$ cat config.mk
export PLATFORM = sky130hd
export DESIGN_NAME = alu_iterative
export DESIGN_NICKNAME = d
export VERILOG_FILES = /design/src/rtl/alu_iterative.sv
export SDC_FILE = /design/constraint.sdc
export NUM_CORES = 1
export LEC_CHECK = 0
export CAP_MARGIN = 20
export CORE_UTILIZATION = 32
export DETAILED_ROUTE_END_ITERATION = 8
export HOLD_SLACK_MARGIN = 0.08
export SYNTH_ARGS = -nofsm -noshare
export SYNTH_HDL_FRONTEND = slang
export SYNTH_SLANG_ARGS = --single-unit
export TNS_END_PERCENT = 30
$ cat constraint.sdc
create_clock -name clock -period 3.8 [get_ports clock]
set_clock_uncertainty 0.15 [all_clocks]
set_input_delay 0.76 -clock clock [delete_from_list [all_inputs] [get_ports clock]]
set_output_delay 0.76 -clock clock [all_outputs]
set_load 0.02 [all_outputs]
$ cat src/rtl/alu_iterative.sv
// Multi-cycle RV32I register-register ALU: single-cycle logic/arithmetic ops,
// iterative shifter moving SHIFT_STEP bits per cycle, result held until taken.
module alu_iterative #(
    parameter int unsigned XLEN       = 32,
    parameter int unsigned SHIFT_STEP = 1
) (
    input  logic            clock,
    input  logic            reset_n,
    input  logic            in_valid,
    output logic            in_ready,
    input  logic [2:0]      funct3,
    input  logic            alt,
    input  logic [XLEN-1:0] register_data_1,
    input  logic [XLEN-1:0] register_data_2,
    output logic            out_valid,
    input  logic            out_ready,
    output logic [XLEN-1:0] register_data_out
);

    localparam int unsigned SHW = $clog2(XLEN);
    localparam logic [SHW-1:0] STEP_W = SHW'(SHIFT_STEP);

    typedef enum logic [1:0] {
        IDLE,
        BUSY,
        HOLD
    } state_t;

    state_t          state_q, state_d;
    logic [XLEN-1:0] shreg_q, shreg_d;
    logic [XLEN-1:0] result_q, result_d;
    logic [SHW-1:0]  remaining_q, remaining_d;
    logic            left_q, left_d;
    logic            fill_q, fill_d;

    logic [SHW-1:0]  shamt;
    logic [SHW-1:0]  step;
    logic            is_shift;
    logic [XLEN-1:0] alu_res;
    logic [XLEN-1:0] fill_mask;
    logic [XLEN-1:0] shifted;

    always_ff @(posedge clock) begin
        if (!reset_n) begin
            state_q     <= IDLE;
            shreg_q     <= '0;
            result_q    <= '0;
            remaining_q <= '0;
            left_q      <= 1'b0;
            fill_q      <= 1'b0;
        end else begin
            state_q     <= state_d;
            shreg_q     <= shreg_d;
            result_q    <= result_d;
            remaining_q <= remaining_d;
            left_q      <= left_d;
            fill_q      <= fill_d;
        end
    end

    // Single-cycle datapath; shift opcodes only reach here with shamt = 0.
    always_comb begin
        shamt    = register_data_2[SHW-1:0];
        is_shift = (funct3[1:0] == 2'b01);
        alu_res  = '0;
        case (funct3)
            3'd0:    alu_res = alt ? (register_data_1 - register_data_2)
                                   : (register_data_1 + register_data_2);
            3'd2:    alu_res = {{(XLEN-1){1'b0}},
                                ($signed(register_data_1) < $signed(register_data_2))};
            3'd3:    alu_res = {{(XLEN-1){1'b0}}, (register_data_1 < register_data_2)};
            3'd4:    alu_res = register_data_1 ^ register_data_2;
            3'd6:    alu_res = register_data_1 | register_data_2;
            3'd7:    alu_res = register_data_1 & register_data_2;
            default: alu_res = register_data_1;
        endcase
    end

    // fill_q already folds the arithmetic flag with the latched operand MSB.
    always_comb begin
        step      = (remaining_q < STEP_W) ? remaining_q : STEP_W;
        fill_mask = ~({XLEN{1'b1}} >> step);
        if (left_q) begin
            shifted = shreg_q << step;
        end else begin
            shifted = (shreg_q >> step) | (fill_q ? fill_mask : '0);
        end
    end

    always_comb begin
        state_d     = state_q;
        shreg_d     = shreg_q;
        result_d    = result_q;
        remaining_d = remaining_q;
        left_d      = left_q;
        fill_d      = fill_q;
        case (state_q)
            IDLE: begin
                if (in_valid) begin
                    if (is_shift && (shamt != '0)) begin
                        shreg_d     = register_data_1;
                        remaining_d = shamt;
                        left_d      = ~funct3[2];
                        fill_d      = funct3[2] & alt & register_data_1[XLEN-1];
                        state_d     = BUSY;
                    end else begin
                        result_d = alu_res;
                        state_d  = HOLD;
                    end
                end
            end
            BUSY: begin
                shreg_d     = shifted;
                remaining_d = remaining_q - step;
                if (remaining_q == step) begin
                    result_d = shifted;
                    state_d  = HOLD;
                end
            end
            HOLD: begin
                if (out_ready) begin
                    state_d = IDLE;
                end
            end
            default: state_d = IDLE;
        endcase
    end

    assign in_ready          = (state_q == IDLE);
    assign out_valid         = (state_q == HOLD);
    assign register_data_out = result_q;

endmodule

# ---- Yosys cells after proc, flatten, opt, wreduce, memory -nomap -nowiden
# Cells that the tools add are included.
dict set report totals {
  elab_cells 66
  input_bits 72
  output_inout_bits 34
  register_bits 73
}
dict set report classes {
  n_addsub 3
  shift 3
  reduce_logical 9
  n_bitwise 8
  n_eq_ne 14
  magnitude_cmp 3
  n_mux 20
}
# operator n
set ops {}
lappend ops {{2-to-1 mux 32 bit} 8}
lappend ops {{one-hot mux 32 bit (6 select lines)} 1}
lappend ops {{one-hot mux 32 bit (2 select lines)} 2}
lappend ops {{< comparator 32 bit} 2}
lappend ops {{bitwise OR 32 bit} 2}
lappend ops {{adder 32 bit} 1}
lappend ops {{AND 32 bit} 1}
lappend ops {{inverter 32 bit} 1}
lappend ops {{left shift 32 x 5 -> 32 bit} 1}
lappend ops {{>> shifter 32 x 5 -> 32 bit} 1}
lappend ops {{>> shifter 32 x 5 -> 32 bit, first input constant} 1}
lappend ops {{subtractor 32 bit} 1}
lappend ops {{XOR 32 bit} 1}
lappend ops {{2-to-1 mux 5 bit} 3}
lappend ops {{one-hot mux 5 bit (2 select lines)} 1}
lappend ops {{equality test 3 bit, second input constant} 3}
lappend ops {{AND reduction 3 bit} 3}
lappend ops {{2-to-1 mux 2 bit} 4}
lappend ops {{equality test 3 x 2 -> 1 bit, second input constant} 2}
lappend ops {{inequality test 2 bit, second input constant} 3}
lappend ops {{one-hot mux 2 bit (3 select lines)} 1}
lappend ops {{equality test 5 bit} 1}
lappend ops {{< comparator 5 x 1 -> 1 bit, second input constant} 1}
lappend ops {{nonzero test 5 bit} 1}
lappend ops {{11 further kinds} 14}

# ---- Depth between registers and ports, before layout
# Gate-level depths: netlist of the first run.
dict set report depth {
  word_depth 9
  mapped_depth 13
}

# ---- Worst setup path before layout of the first run
# Ideal clock, no wire load.
dict set report synth_timing {
  kind {input to register}
  startpoint {input register_data_1[0]}
  endpoint {register result_q[22] (netlist: register_data_out[22])}
  slack_ns 0.361
  cell_stages 13
  arrival_ns 3.171
  setup_ns 0.118
  t_required_ns 3.532
  cell_sequence {inv_1 > ha_1 > fa_1 > o21bai_4 > a2111oi_1 > o41ai_2 > o31a_2 > a21oi_1 > or4_4 > o311ai_2 > xnor2_1 > a221oi_2 > nor2_1}
}
dict set report synth_between {
  elab_chain_cells 6
}
# element line_no
set synth_lines {}
lappend synth_lines {{start, declared} 13} ;# input logic [XLEN-1:0] register_data_1,
lappend synth_lines {{adder 32 bit / subtractor 32 bit (equally long branches)} {68, 67}}
lappend synth_lines {{2-to-1 mux 32 bit *} 67} ;# 3'd0: alu_res = alt ? (register_data_1 - register_data_2)
lappend synth_lines {{one-hot mux 32 bit (6 select lines) *} 66} ;# case (funct3)
lappend synth_lines {{2-to-1 mux 32 bit *} 100} ;# if (is_shift && (shamt != '0)) begin
lappend synth_lines {{2-to-1 mux 32 bit *} 99} ;# if (in_valid) begin
lappend synth_lines {{one-hot mux 32 bit (2 select lines) *} 97} ;# case (state_q)
lappend synth_lines {{end signal, assigned} 54} ;# result_q <= result_d;
lappend synth_lines {{end, declared} 31} ;# logic [XLEN-1:0] result_q, result_d;
# Mark *: on every way between the ends. The rest lies on a longest branch, timed or not. The select of a mux whose other input is x is not followed.
# A chain may end at the register's enable or synchronous reset.

# ---- Worst setup path in the final report of the first run
dict set report layout_timing {
  startpoint {input register_data_2[6]}
  endpoint {register result_q[29] (netlist: register_data_out[29])}
}
dict set report layout_between {
  elab_chain_cells 6
}
# element line_no
set layout_lines {}
lappend layout_lines {{start, declared} 14} ;# input logic [XLEN-1:0] register_data_2,
lappend layout_lines {{adder 32 bit / subtractor 32 bit (equally long branches)} {68, 67}}
lappend layout_lines {{2-to-1 mux 32 bit *} 67}
lappend layout_lines {{one-hot mux 32 bit (6 select lines) *} 66}
lappend layout_lines {{2-to-1 mux 32 bit *} 100}
lappend layout_lines {{2-to-1 mux 32 bit *} 99}
lappend layout_lines {{one-hot mux 32 bit (2 select lines) *} 97}
# Marks and branches as above.

==> impl_metrics.json, run 1 <==
{
  "min_period_over_period_pct": 98.2,
  "core_area_um2": 27900,
  "synth_edf_count": 0,
  "swShare_pct": 40.6,
  "power.share.combinational_pct": 50.1,
  "die_area_um2": 29100,
  "rrSetupSlack_ns": 1.04,
  "utilization_pct": 44.6,
  "vias": 10800,
  "clkSinkCount": 73,
  "grt_pass1_wl_um": 59500,
  "vias_per_cell": 5.55,
  "synth_cells": 1326,
  "drc": 0,
  "synth_area_per_cell_um2": 6.86,
  "min_period_ns": 3.73,
  "drv_cap": 0,
  "grt_pass1_vias": 10500,
  "setup_viol": 0,
  "required_ns": 3.88,
  "ys_ff_latch": 73,
  "synth_area_um2": 9090,
  "dieHeight_um": 171,
  "crit_path_max_fanout": 4,
  "synth-warning-count": 0,
  "intPower_w": 0.00215,
  "drive_gt1_share_pct": 19.2,
  "max-vdd-ir-drop_uv": 217,
  "drt-total-wl_um": 38600,
  "r2r_cells": 9,
  "track_usage_pct": 26.5,
  "start_util_pct": 32.6,
  "ant_nets": 0,
  "syn_nets": 1497,
  "p_per_area_nw_per_um2": 292,
  "synth_ff_type": "dfxtp_1",
  "fin_cells": 1947,
  "std_cell_rows": 61,
  "gp_congestion": 0.994,
  "async_reset_ff_share_pct": 0,
  "cts_buffer_depth": 2,
  "switching_power_w": 0.00147,
  "crit_start": "register_data_2[6]",
  "drtIter0Drc": 808,
  "antenna_cells": 0,
  "max_freq_mhz": 268,
  "overflow": 0,
  "antenna_found_initial": 0,
  "yosys.area.top_type": "dfxtp_1",
  "timing.rr.start": "remaining_q[1]$_SDFFE_PN0P_",
  "hold_class": "flop to flop",
  "status": "completed",
  "io_buffers": 105,
  "cp.arrival_ns": 3.81,
  "cts_max_level": 3,
  "end_kind": "flop",
  "synth_area_leaders": "dfxtp_1, ha_1, a21oi_1",
  "numCtsBuffers": 9,
  "path_class": "input pin to flop",
  "wl_per_cell_um": 19.8,
  "syn_to_final_growth_pct": 36.6,
  "cts.clk_slew.worst_paths_ns": 0.06,
  "top_level_ports": 106,
  "cts_root_buf": "clkbuf_16",
  "rr_endpoint": "register_data_out[28]$_SDFFE_PN0P_",
  "grt_max_degree": 85,
  "dpl.hpwl_um": 30000,
  "drv_slew": 0,
  "max_slew_margin_pct": 45.1,
  "leakage_nw": 5.26,
  "tightest_slew_ns": 0.822,
  "synth_top_area_share_pct": 16.1,
  "synth_seq_area_share_pct": 16.1,
  "fin_hold_ws_ns": 0.325,
  "cts_tree": "built",
  "p_seq_share_pct": 25.6,
  "yosys-top-cells-count": "a21oi_1, nor2_1, o21ai_0, inv_1",
  "yosys.cell_types.count": 81,
  "die_w_um": 171,
  "nets": 1736,
  "hold_violations": 0,
  "p_clk_share_pct": 24.3,
  "place_inst": 1926,
  "yosysMostFrequentCell": "a21oi_1",
  "rsz0062_at_grt": "true",
  "clock_latency_ns": 0.34,
  "critPathCapture": "register_data_out[29]$_SDFFE_PN0P_",
  "ctsHoldBuffers": 0,
  "start_kind": "input pin",
  "dr.pass1.iters": 5
}
## worst min path at each step
| stage | startpoint | endpoint | slack [ns] | depth (start not counted) |
|---|---|---|---|---|
| final | fill_q$_SDFFE_PN0P_ | fill_q$_SDFFE_PN0P_ | 0.33 | 2 |
| after CTS | fill_q$_SDFFE_PN0P_ | fill_q$_SDFFE_PN0P_ | 0.33 | 2 |
| after global placement | register_data_out[2]$_SDFFE_PN0P_ | register_data_out[2]$_SDFFE_PN0P_ | 0.31 | 2 |
| after global routing | register_data_out[9]$_SDFFE_PN0P_ | register_data_out[9]$_SDFFE_PN0P_ | 0.36 | 2 |
| after floorplan | fill_q$_SDFFE_PN0P_ | fill_q$_SDFFE_PN0P_ | 0.30 | 2 |
| after detailed placement | fill_q$_SDFFE_PN0P_ | fill_q$_SDFFE_PN0P_ | 0.32 | 2 |
## critical path, cell delays in order
cell and delay, ns:
clkdlybuf4s50_1 0.48, inv_1 0.07, ha_2 0.30, a21oi_2 0.20, o211ai_1 0.19, a221oi_2 0.27
buf_4 0.19, o221ai_2 0.12, a41o_1 0.32, buf_4 0.16, a31o_2 0.23, o211ai_2 0.09
xnor2_1 0.14, nor2_1 0.06, o221a_2 0.23
## flip-flops by register name, indices dropped and copies added (netlist names)
| signal | flops |
|---|---|
| left_q | 1 |
| state_q | 2 |
| remaining_q | 5 |
| register_data_out | 32 |
| shreg_q | 32 |
| fill_q | 1 |
## cell usage in the layout (no fill, tap or decap), types with 6 or more instances in the layout
cell	instances
o22ai_1	11
xnor2_1	25
inv_1	101
a21oi_1	166
nor2b_1	12
or3_1	7
o21ai_1	6
ha_1	90
a22oi_1	10
clkdlybuf4s50_1	97
o21bai_1	10
o21ai_0	115
dfxtp_1	72
nand2_1	97
nor2_1	153
a211oi_1	56
a31oi_1	12
buf_4	218
o221ai_1	9
nand2b_1	9
mux2i_1	36
clkbuf_16	9
nand4_1	10
a311oi_1	8
nor4_1	8
o211ai_1	24
a221oi_2	6
nor3_1	25
nand3_1	15
a21o_1	13
## cells by family (layout without fill, tap and decap cells)
family	after synthesis	in the layout	synth area share (%)
xor gates and xnor gates	29	29	2.79
and+or+nand+nor	365	365	17.9
DFF	73	73	16.1
muxes	41	41	4.58
buffers and inverters	205	448	8.71
adders and majority gates	99	99	13.8
AOI/OAI and AO/OA	514	514	36.2
## per-stage QoR
stage / setup slack [ns] / power [W] / cell area, µm² / TNS (ns)
detailed placement: -0.489 / 0.00268 / 11900 / -8.20
floorplan: 0.361 / 0.00191 / 9090 / 0
finish: 0.0666 / 0.00362 / 12400 / 0
global placement: -0.420 / 0.00267 / 11900 / -7.36
CTS: -0.0134 / 0.00358 / 12200 / -0.0217
global route: -0.0492 / 0.00382 / 12400 / -0.152
## timing repair
action / in CTS / in global routing
endpoints found under the setup margin: 11 / 23
pin swaps: 8 / 17
resized for setup: 7 / 36
buffers inserted: 2 / 4
## power by group through the flow
stage          logic [W]  clock network, W  registers (W)
2_1_floorplan   0.000961                 0       0.000946
3_3_place_gp     0.00174                 0       0.000940
3_5_place_dp     0.00174                 0       0.000939
4_1_cts          0.00176          0.000890       0.000924
5_1_grt          0.00197          0.000917       0.000933
6_report         0.00181          0.000880       0.000926
## per-layer routing
metal / part of all wire (%) / global-route usage (%)
met2: 46 / 45.1
met4: 4.8 / 12.1
met1: 44 / 33.6
met3: 4.8 / 2.66
met5: 0 / 0
## area by class of cell
cell class,instances,area (µm²)
flip-flops and latches,73,1460
inverters,105,394
fillers,2893,15400
well taps,378,473
repair buffers,328,2780
clock buffers,10,239
multi-input cells,1048,7010
clock inverters,5,56.3
No activity file was read; power rests on OpenSTA's default activity.
==> inputs of run 2 (changes only) <==
clock period = 4.1 ns   (was 3.8 ns; I/O delays follow)
==> run 2 against run 1 <==
- count of clock-buffer cells in the layout up 1
- die area unchanged
- largest power group unchanged
- routed wire length down 0.84%
- final area down 4.8%
- setup slack better by 0.032 ns
- via count down 1.5%
- sequential power down 7.3%
- highest routed layer unchanged
- first-iteration DRC count up 8.8%
- critical path depth down 1
- register-to-register slack better by 0.25 ns
==> impl_metrics.json, run 2 (synthesis gave the netlist of run 1 again) <==
{
  "status": "completed",
  "start_util_pct": 32.6,
  "dieHeight_um": 171,
  "drt-total-wl_um": 38300,
  "grt_pass1_wl_um": 58700,
  "vias_per_cell": 5.65,
  "max_freq_mhz": 250,
  "fin_total_pwr_w": 0.00335,
  "place_inst": 1868,
  "placed_area_um2": 11400,
  "timing.final.ws_setup_ns": 0.0985,
  "syn_to_final_growth_pct": 30.0,
  "leakage_nw": 4.90,
  "gp_congestion": 0.944,
  "die_w_um": 171,
  "grt_max_degree": 86,
  "final_cell_mix": "a21oi_1, buf_4, nor2_1, o21ai_0",
  "layout_commonest_cell": "a21oi_1",
  "cts_setup_buffers": 0,
  "clkSinkCount": 73,
  "start_kind": "input pin",
  "clock_latency_ns": 0.34,
  "top_level_ports": 106,
  "antenna_cells": 0,
  "max-vdd-ir-drop_uv": 243,
  "drv_cap": 0,
  "core_area_um2": 27900,
  "min_period_ns": 4.00,
  "switching_power_w": 0.00136,
  "fin_cells": 1884,
  "max_slew_margin_pct": 26.0,
  "hold_violations": 0,
  "setup_viol": 0,
  "met3_usage_pct": 2.96,
  "required_ns": 4.21,
  "cts.clk_slew.worst_paths_ns": 0.06,
  "tightest_slew_ns": 1.11,
  "die_area_um2": 29100,
  "ant_nets": 0,
  "std_cell_rows": 61,
  "cp.arrival_ns": 4.11,
  "dpl.hpwl_um": 29700,
  "p_clk_share_pct": 26.8,
  "post-route-cell-area_um2": 11800,
  "swShare_pct": 40.5,
  "dr.pass1.iters": 6,
  "intPower_w": 0.00199,
  "hold_class": "flop to flop",
  "drv_slew": 0,
  "crit_path_max_fanout": 4,
  "power.share.combinational_pct": 47.5,
  "grt_util_met1_pct": 33.3,
  "drive_gt1_share_pct": 14.7,
  "io_buffers": 105,
  "min_period_over_period_pct": 97.6,
  "grt_pass1_vias": 10100,
  "path_class": "input pin to flop",
  "grt.busiest_layer": "met2",
  "p_seq_share_pct": 25.6,
  "numCtsBuffers": 9,
  "antenna_found_initial": 0,
  "end_kind": "flop",
  "overflow": 0,
  "cts_buffer_depth": 2,
  "cts_max_level": 3,
  "wl_per_cell_um": 20.3,
  "nets": 1672,
  "dp_slack_ns": -0.233,
  "p_per_area_nw_per_um2": 283,
  "cts_tree": "built",
  "drtIter0Drc": 879,
  "drc": 0,
  "met2_usage_pct": 45.4,
  "cts_root_buf": "clkbuf_16",
  "vias": 10600,
  "track_usage_pct": 26.3
}
run 2: path summary, 6_finish.rpt:
kind                                                   from                                  to  slack (ns)  cells past startpoint
worst max-delay path                     register_data_1[1]  register_data_out[27]$_SDFFE_PN0P_         0.1                     14
worst min-delay path                    fill_q$_SDFFE_PN0P_                 fill_q$_SDFFE_PN0P_        0.34                      2
worst max register to register  remaining_q[1]$_SDFFE_PN0P_  register_data_out[29]$_SDFFE_PN0P_        1.29                      8
worst min register to register          fill_q$_SDFFE_PN0P_                 fill_q$_SDFFE_PN0P_        0.34                      2
run 2: power groups by stage:
stage | sequential, W | combinational [W] | clock (W)
5_1_grt | 0.000866 | 0.00173 | 0.000930
4_1_cts | 0.000856 | 0.00156 | 0.000899
2_1_floorplan | 0.000877 | 0.000891 | 0
3_3_place_gp | 0.000872 | 0.00155 | 0
3_5_place_dp | 0.000871 | 0.00155 | 0
6_report | 0.000858 | 0.00159 | 0.000899
run 2: repair_timing:
item                                    in CTS  in global routing
hold endpoints to repair                     0                  0
resized for setup                            0                 11
endpoints found under the setup margin       0                 10
hold buffers                                 0                  0
run 2: worst max-delay path, stage by stage:
cell             delay [ns]
clkdlybuf4s50_1        0.51
inv_1                  0.11
ha_1                   0.36
a211oi_2               0.28
o211ai_1               0.21
a221oi_2               0.27
buf_4                  0.19
o221ai_1               0.16
a41o_1                 0.32
a311o_1                0.39
o211ai_2               0.08
xnor2_1                0.13
nand2_1                0.07
a41oi_1                0.21
run 2: layer usage:
layer	up-vias	part of all wire, %
li1	5131	-
met1	5018	43
met2	421	47
met3	69	5.7
met4	0	4.0
met5	-	0
run 2: through the flow:
step	hold slack (ns)	utilization (%)	TNS, ns
floorplan	0.296	-	0
global placement	0.312	41.1	-1.79
detailed placement	0.315	41.1	-2.63
CTS	0.328	42.2	0
global route	0.343	42.4	-0.00209
finish	0.336	42.4	0
run 2: layout make-up:
class | count | area, µm²
Clock buffer | 11 | 243
Clock inverter | 5 | 78.8
Timing Repair Buffer | 264 | 2260
Tap cell | 378 | 473
Sequential cell | 73 | 1460
Fill cell | 2923 | 16000
Multi-Input combinational cell | 1048 | 6900
Inverter | 105 | 394
